==> config.mk <==
export PLATFORM = sky130hd
export DESIGN_NAME = scan_driver_dimmed
export DESIGN_NICKNAME = d
export VERILOG_FILES = /design/src/rtl/scan_driver_dimmed.sv
export SDC_FILE = /design/constraint.sdc
export NUM_CORES = 1
export LEC_CHECK = 0
export BUFFER_PORTS_ARGS = -buffer_cell sky130_fd_sc_hd__buf_2
export CORE_ASPECT_RATIO = 1.25
export CORE_MARGIN = 10
export CORE_UTILIZATION = 52
export CTS_BUF_LIST = sky130_fd_sc_hd__clkbuf_16
export CTS_CLUSTER_SIZE = 40
export DETAILED_ROUTE_END_ITERATION = 10
export GPL_TIMING_DRIVEN = 0
export PLACE_DENSITY = 0.76
export SLEW_MARGIN = 20
export SYNTH_ARGS = -nofsm -noshare
export SYNTH_HDL_FRONTEND = slang
export SYNTH_SLANG_ARGS = --single-unit
==> constraint.sdc <==
create_clock -name clk -period 3.35 [get_ports clk]
set_input_delay 0.67 -clock clk [delete_from_list [all_inputs] [get_ports clk]]
set_output_delay 0.67 -clock clk [all_outputs]
set_load 0.1 [all_outputs]
==> src/rtl/scan_driver_dimmed.sv <==
// Four-digit multiplexed 7-segment scanner with tear-free frame loading, PWM dimming and per-digit blanking.
// Outputs are registered one cycle behind the scan counters; there is no backpressure, and loads are always accepted.
module scan_driver_dimmed #(
    parameter int REFRESH_DIV = 50000
) (
    input  logic        clk,
    input  logic        rst,
    input  logic [31:0] sseg_in,
    input  logic        load,
    input  logic [2:0]  brightness,
    input  logic [3:0]  blank_mask,
    output logic [3:0]  anode,
    output logic [7:0]  sseg,
    output logic        frame_done
);

    localparam int SUB_DIV = REFRESH_DIV / 8;
    localparam int SW      = (SUB_DIV > 1) ? $clog2(SUB_DIV) : 1;

    // The 0..REFRESH_DIV-1 prescaler is held as {phase, sub_cnt}, so phase = prescaler / SUB_DIV needs no divider.
    logic [SW-1:0] sub_cnt;
    logic [2:0]    phase;
    logic [1:0]    digit;

    logic [31:0] staging;
    logic [31:0] display;
    logic        pending;
    logic [2:0]  sh_bright;
    logic [3:0]  sh_blank;

    logic       sub_end;
    logic       slot_end;
    logic       boundary;
    logic       lit;
    logic [7:0] cur_byte;

    assign sub_end  = (sub_cnt == SW'(SUB_DIV - 1));
    assign slot_end = sub_end && (phase == 3'd7);
    assign boundary = slot_end && (digit == 2'd0);

    always_ff @(posedge clk or posedge rst) begin
        if (rst) begin
            sub_cnt <= '0;
            phase   <= 3'd0;
            digit   <= 2'd3;
        end else if (sub_end) begin
            sub_cnt <= '0;
            phase   <= phase + 3'd1;
            if (phase == 3'd7)
                digit <= digit - 2'd1;
        end else begin
            sub_cnt <= sub_cnt + SW'(1);
        end
    end

    always_ff @(posedge clk or posedge rst) begin
        if (rst) begin
            staging   <= 32'hFFFF_FFFF;
            display   <= 32'hFFFF_FFFF;
            pending   <= 1'b0;
            sh_bright <= 3'd7;
            sh_blank  <= 4'b0000;
        end else begin
            if (load)
                staging <= sseg_in;
            if (boundary) begin
                sh_bright <= brightness;
                sh_blank  <= blank_mask;
                pending   <= 1'b0;
                // A load landing on the boundary bypasses staging so it is not held back a whole frame.
                if (load)
                    display <= sseg_in;
                else if (pending)
                    display <= staging;
            end else if (load) begin
                pending <= 1'b1;
            end
        end
    end

    assign cur_byte = display[{digit, 3'b000} +: 8];
    assign lit      = (phase <= sh_bright) && !sh_blank[digit];

    always_ff @(posedge clk or posedge rst) begin
        if (rst) begin
            anode      <= 4'b1111;
            sseg       <= 8'hFF;
            frame_done <= 1'b0;
        end else begin
            anode      <= lit ? ~(4'b0001 << digit) : 4'b1111;
            sseg       <= lit ? cur_byte : 8'hFF;
            frame_done <= boundary;
        end
    end

endmodule

==> metrics.txt <==
# TYPE chip_impl_metric gauge
chip_impl_metric{name="mappedNetlistNets",unit=""} 351
chip_impl_metric{name="grt.overflow.total",unit=""} 0
chip_impl_metric{name="required",unit="ns"} 3.62
chip_impl_metric{name="worst_slew_pin_slew",unit="ns"} 0.624
chip_impl_metric{name="htreeDepth",unit=""} 3
chip_impl_metric{name="cts_setup_buffers",unit=""} 0
chip_impl_metric{name="setup_ws",unit="ns"} 1.21
chip_impl_info{name="series_of_cell_instances_along_the_critical_path",value="buf_2, inv_1, ha_1, nand4_1, nor3_4, buf_6, mux2_2"} 1
chip_impl_metric{name="syn_inst",unit=""} 298
chip_impl_metric{name="fin_worst_skew",unit="ns"} 0.00821
chip_impl_metric{name="num_rows",unit=""} 37
chip_impl_metric{name="yosys_warnings",unit=""} 0
chip_impl_metric{name="power_report.internal_total",unit="mW"} 1.96
chip_impl_metric{name="finalSetupViolations",unit=""} 0
chip_impl_metric{name="worst_ep_arrival_time",unit="ns"} 2.41
chip_impl_metric{name="power.switching",unit="mW"} 0.640
chip_impl_metric{name="clk_latency",unit="ns"} 0.35
chip_impl_info{name="timing.critical_path.to",value="display[4]"} 1
chip_impl_metric{name="leakage",unit="nW"} 2.18
chip_impl_metric{name="drc",unit=""} 0
chip_impl_metric{name="place.detailed.hpwl",unit="microns"} 5670
chip_impl_metric{name="antenna_cells_inserted",unit=""} 0
chip_impl_metric{name="postSynth.asyncResetShare",unit="%"} 100
chip_impl_metric{name="netlist.area_leader.share",unit="%"} 48.1
chip_impl_metric{name="maxCapViolCount",unit=""} 0
chip_impl_metric{name="fin_crit_sh",unit="%"} 63.9
chip_impl_metric{name="count_of_input_and_output_buffers",unit=""} 53
chip_impl_metric{name="drive_above_1_share",unit="%"} 66.6
chip_impl_metric{name="place_congestion",unit=""} 0.785
chip_impl_metric{name="drt-wirelength-per-cell",unit="microns"} 16.7
chip_impl_metric{name="floorplan.initialDensity",unit="%"} 53.4
chip_impl_metric{name="layout.filler_cells",unit=""} 644
chip_impl_metric{name="worstRegToRegCells",unit=""} 7
chip_impl_metric{name="pre_cts_slack",unit="ns"} 1.04
chip_impl_metric{name="first_global_vias",unit=""} 2687
chip_impl_metric{name="drt-initial-drc-count",unit=""} 57
chip_impl_metric{name="final.min_clock_period",unit="ns"} 2.14
chip_impl_metric{name="share_seq_of_total_power",unit="%"} 52.9
chip_impl_info{name="hold_path_class",value="in2async"} 1
chip_impl_metric{name="p_sw_share",unit="%"} 24.6
chip_impl_metric{name="design.core.area",unit="sq mm"} 0.00829
chip_impl_info{name="clockRootBuffer",value="sky130_fd_sc_hd__clkbuf_16"} 1
chip_impl_metric{name="hold_buffers",unit=""} 0
chip_impl_metric{name="finalWirelength",unit="microns"} 7750
chip_impl_info{name="synth-main-ff-cell",value="sky130_fd_sc_hd__dfstp_2"} 1
chip_impl_metric{name="grt_pass1_wl",unit="microns"} 13200
chip_impl_info{name="tritoncts_clock_tree",value="built"} 1
chip_impl_metric{name="crit_fanout",unit=""} 10
chip_impl_metric{name="synth.lib_cells_used.distinct",unit=""} 32
chip_impl_info{name="r2r-start",value="digit[0]"} 1
chip_impl_metric{name="ys_ff_latch",unit=""} 103
chip_impl_metric{name="slew_headroom",unit="%"} 58.4
chip_impl_metric{name="hold_slack",unit="ns"} 0.274
chip_impl_metric{name="cts_buffers",unit=""} 9
chip_impl_metric{name="irDropWorstVdd",unit="uV"} 251
chip_impl_info{name="synth_top_area_cell",value="sky130_fd_sc_hd__dfstp_2"} 1
chip_impl_metric{name="grt_usage",unit="%"} 13.3
chip_impl_info{name="startpoint_type",value="flip-flop"} 1
chip_impl_metric{name="max_freq",unit="MHz"} 467
chip_impl_metric{name="cts_repair_resize_count",unit=""} 0
chip_impl_info{name="timing.critical_path.max_delay_family",value="buffers and inverters"} 1
chip_impl_metric{name="critical_path.n_buffers_inverters",unit=""} 3
chip_impl_info{name="final_cell_mix",value="81 x sky130_fd_sc_hd__dfstp_2, 73 x sky130_fd_sc_hd__mux2_2, 55 x sky130_fd_sc_hd__buf_2, 22 x sky130_fd_sc_hd__dfrtp_1, 19 x sky130_fd_sc_hd__nand3_1"} 1
chip_impl_metric{name="routed-via-count",unit=""} 2497
chip_impl_metric{name="rrSetupSlack",unit="ns"} 1.21
chip_impl_metric{name="share_clk_of_total_power",unit="%"} 38.5
chip_impl_metric{name="final_antenna_net_count",unit=""} 0
chip_impl_info{name="yosys-top-cells-area",value="sky130_fd_sc_hd__dfstp_2 48%, sky130_fd_sc_hd__mux2_2 19%, sky130_fd_sc_hd__dfrtp_1 12%"} 1
chip_impl_metric{name="die_area",unit="sq mm"} 0.0126
chip_impl_metric{name="power",unit="mW"} 2.60
chip_impl_metric{name="die_y",unit="microns"} 123
chip_impl_metric{name="finalNetCount",unit=""} 416
chip_impl_metric{name="ctsLongestPathBuffers",unit=""} 2
chip_impl_info{name="setup.worst_path.start",value="digit[0]"} 1
chip_impl_info{name="most_common_library_cell_in_the_layout_ignoring_fill_and_taps",value="sky130_fd_sc_hd__dfstp_2"} 1
chip_impl_metric{name="multiInputGateArea",unit="sq mm"} 0.00160
chip_impl_metric{name="share_of_synthesized_area_occupied_by_flip_flops_and_latches",unit="%"} 60.6
chip_impl_metric{name="comb_power_share",unit="%"} 8.6
chip_impl_metric{name="drt_pre_antenna_iters",unit=""} 4
chip_impl_metric{name="avgSynthCellArea",unit="sq um"} 14.8
chip_impl_info{name="worst_path_max_delay_cell",value="sky130_fd_sc_hd__dfstp_2"} 1
chip_impl_metric{name="via_per_instance_ratio",unit=""} 5.37
chip_impl_metric{name="p_per_area",unit="mW/mm^2"} 507
chip_impl_metric{name="final-seq-area",unit="sq mm"} 0.00268
chip_impl_info{name="unrepaired_setup_endpoints_after_global_routing",value="false"} 1
chip_impl_metric{name="area_growth",unit="%"} 16.0
chip_impl_metric{name="synth_area",unit="sq mm"} 0.00442
chip_impl_metric{name="tritoncts_num_sinks",unit=""} 103
chip_impl_info{name="run_status",value="completed"} 1
chip_impl_info{name="worst_r2r_endpoint",value="display[4]"} 1
chip_impl_metric{name="synth_enable_flop_cells",unit=""} 0
chip_impl_metric{name="crit_path_cell_count",unit=""} 7
chip_impl_metric{name="finalHoldViolCount",unit=""} 0
chip_impl_info{name="setup.worst_path.class",value="reg2reg"} 1
chip_impl_metric{name="slew_violations",unit=""} 0
chip_impl_metric{name="grt_antenna_before_repair",unit=""} 0
chip_impl_metric{name="slowest_delay",unit="ns"} 0.38
chip_impl_metric{name="grt_start_max_net_pins",unit=""} 79
chip_impl_metric{name="worst_setup_hold_path_clk_slew",unit="ns"} 0.07
chip_impl_metric{name="die_width",unit="microns"} 102
chip_impl_metric{name="io_pins",unit=""} 55
chip_impl_info{name="worstSetupEndpointType",value="flip-flop"} 1
## layer usage
metal	wire, microns	vias to the layer above	GRT usage, %
met1	3200	1259	16.1
met5	0	-	0
met2	3920	49	21.5
li1	-	1174	-
met4	145	0	5.12
met3	487	15	4.58
## logic make-up (layout without fill, tap and decap cells)
family,count (synthesis),count (layout),synth area share (%)
muxes,84,84,23.4
and+or+nand+nor,53,53,6.85
adders and majority gates,11,11,3.11
DFF,103,103,60.6
buffers and inverters,31,101,3.31
xor gates and xnor gates,10,10,1.98
AOI/OAI and AO/OA,6,6,0.820
## sequential cells by signal (all words and copies together) (netlist names)
register	cells
display	32
staging	32
sub_cnt	13
sseg	8
anode	4
sh_blank	4
phase	3
sh_bright	3
digit	2
frame_done	1
pending	1
## cells in the mapped netlist, types with 2 or more instances
cell                       count
sky130_fd_sc_hd__buf_2         2
sky130_fd_sc_hd__buf_6         3
sky130_fd_sc_hd__clkbuf_1      6
sky130_fd_sc_hd__dfrtp_1      22
sky130_fd_sc_hd__dfstp_2      81
sky130_fd_sc_hd__ha_1         11
sky130_fd_sc_hd__inv_1        18
sky130_fd_sc_hd__mux2_2       73
sky130_fd_sc_hd__mux2i_1       2
sky130_fd_sc_hd__mux4_2        8
sky130_fd_sc_hd__nand2_1       6
sky130_fd_sc_hd__nand3_1      19
sky130_fd_sc_hd__nand3b_1      2
sky130_fd_sc_hd__nand4_1       3
sky130_fd_sc_hd__nor2_1       11
sky130_fd_sc_hd__nor3_1        2
sky130_fd_sc_hd__nor4b_2       2
sky130_fd_sc_hd__o21ai_0       4
sky130_fd_sc_hd__or4_1         2
sky130_fd_sc_hd__xnor2_1       7
sky130_fd_sc_hd__xor2_1        3
## metrics by stage
step / utilization, % / cells / cell area (sq um) / TNS (ns)
floorplan: - / 298 / 4420 / 0
finish: 61.9 / 465 / 5130 / 0
CTS: 61.9 / 465 / 5130 / 0
global route: 61.9 / 465 / 5130 / 0
detailed placement: 58.4 / 449 / 4840 / 0
global placement: 58.0 / 448 / 4810 / -20.21
## worst reg2reg max path: cells and delay by family, from the launching register on
family,cells,cell delay [ns]
adder cells (fa/ha/maj),1,0.25
buffers and inverters,3,0.59
flip-flops,1,0.38
multiplexers,1,0.35
AND/OR/NAND/NOR,2,0.50
## power by group through the flow
stage | Combinational, mW | Sequential, mW | Clock [mW]
4_1_cts | 0.228 | 1.38 | 1.02
5_1_grt | 0.244 | 1.38 | 1.08
2_1_floorplan | 0.106 | 1.45 | 0
3_3_place_gp | 0.217 | 1.39 | 0
6_report | 0.224 | 1.38 | 1.00
3_5_place_dp | 0.228 | 1.40 | 0
## how the worst min path moves through the flow
stage                startpoint           to  slack, ns  cells past startpoint
global route                rst   sub_cnt[5]       0.28                      2
floorplan           sub_cnt[12]  sub_cnt[12]       0.45                      1
CTS                         rst   sub_cnt[5]       0.28                      2
global placement    sub_cnt[12]  sub_cnt[12]       0.47                      1
finish                      rst  sub_cnt[12]       0.27                      2
detailed placement  sh_blank[3]  sh_blank[3]       0.49                      1
## final cells by class
class                      instances  share of cell area, %
multi-input combinational        164                   31.1
inverter                          18                   1.41
buffer                            13                   1.54
tap                               97                   2.37
clock inverter                     7                   1.24
timing repair buffer              54                   5.71
clock buffer                       9                   4.39
sequential                       103                   52.2
Power figures use the tool's default switching activity.
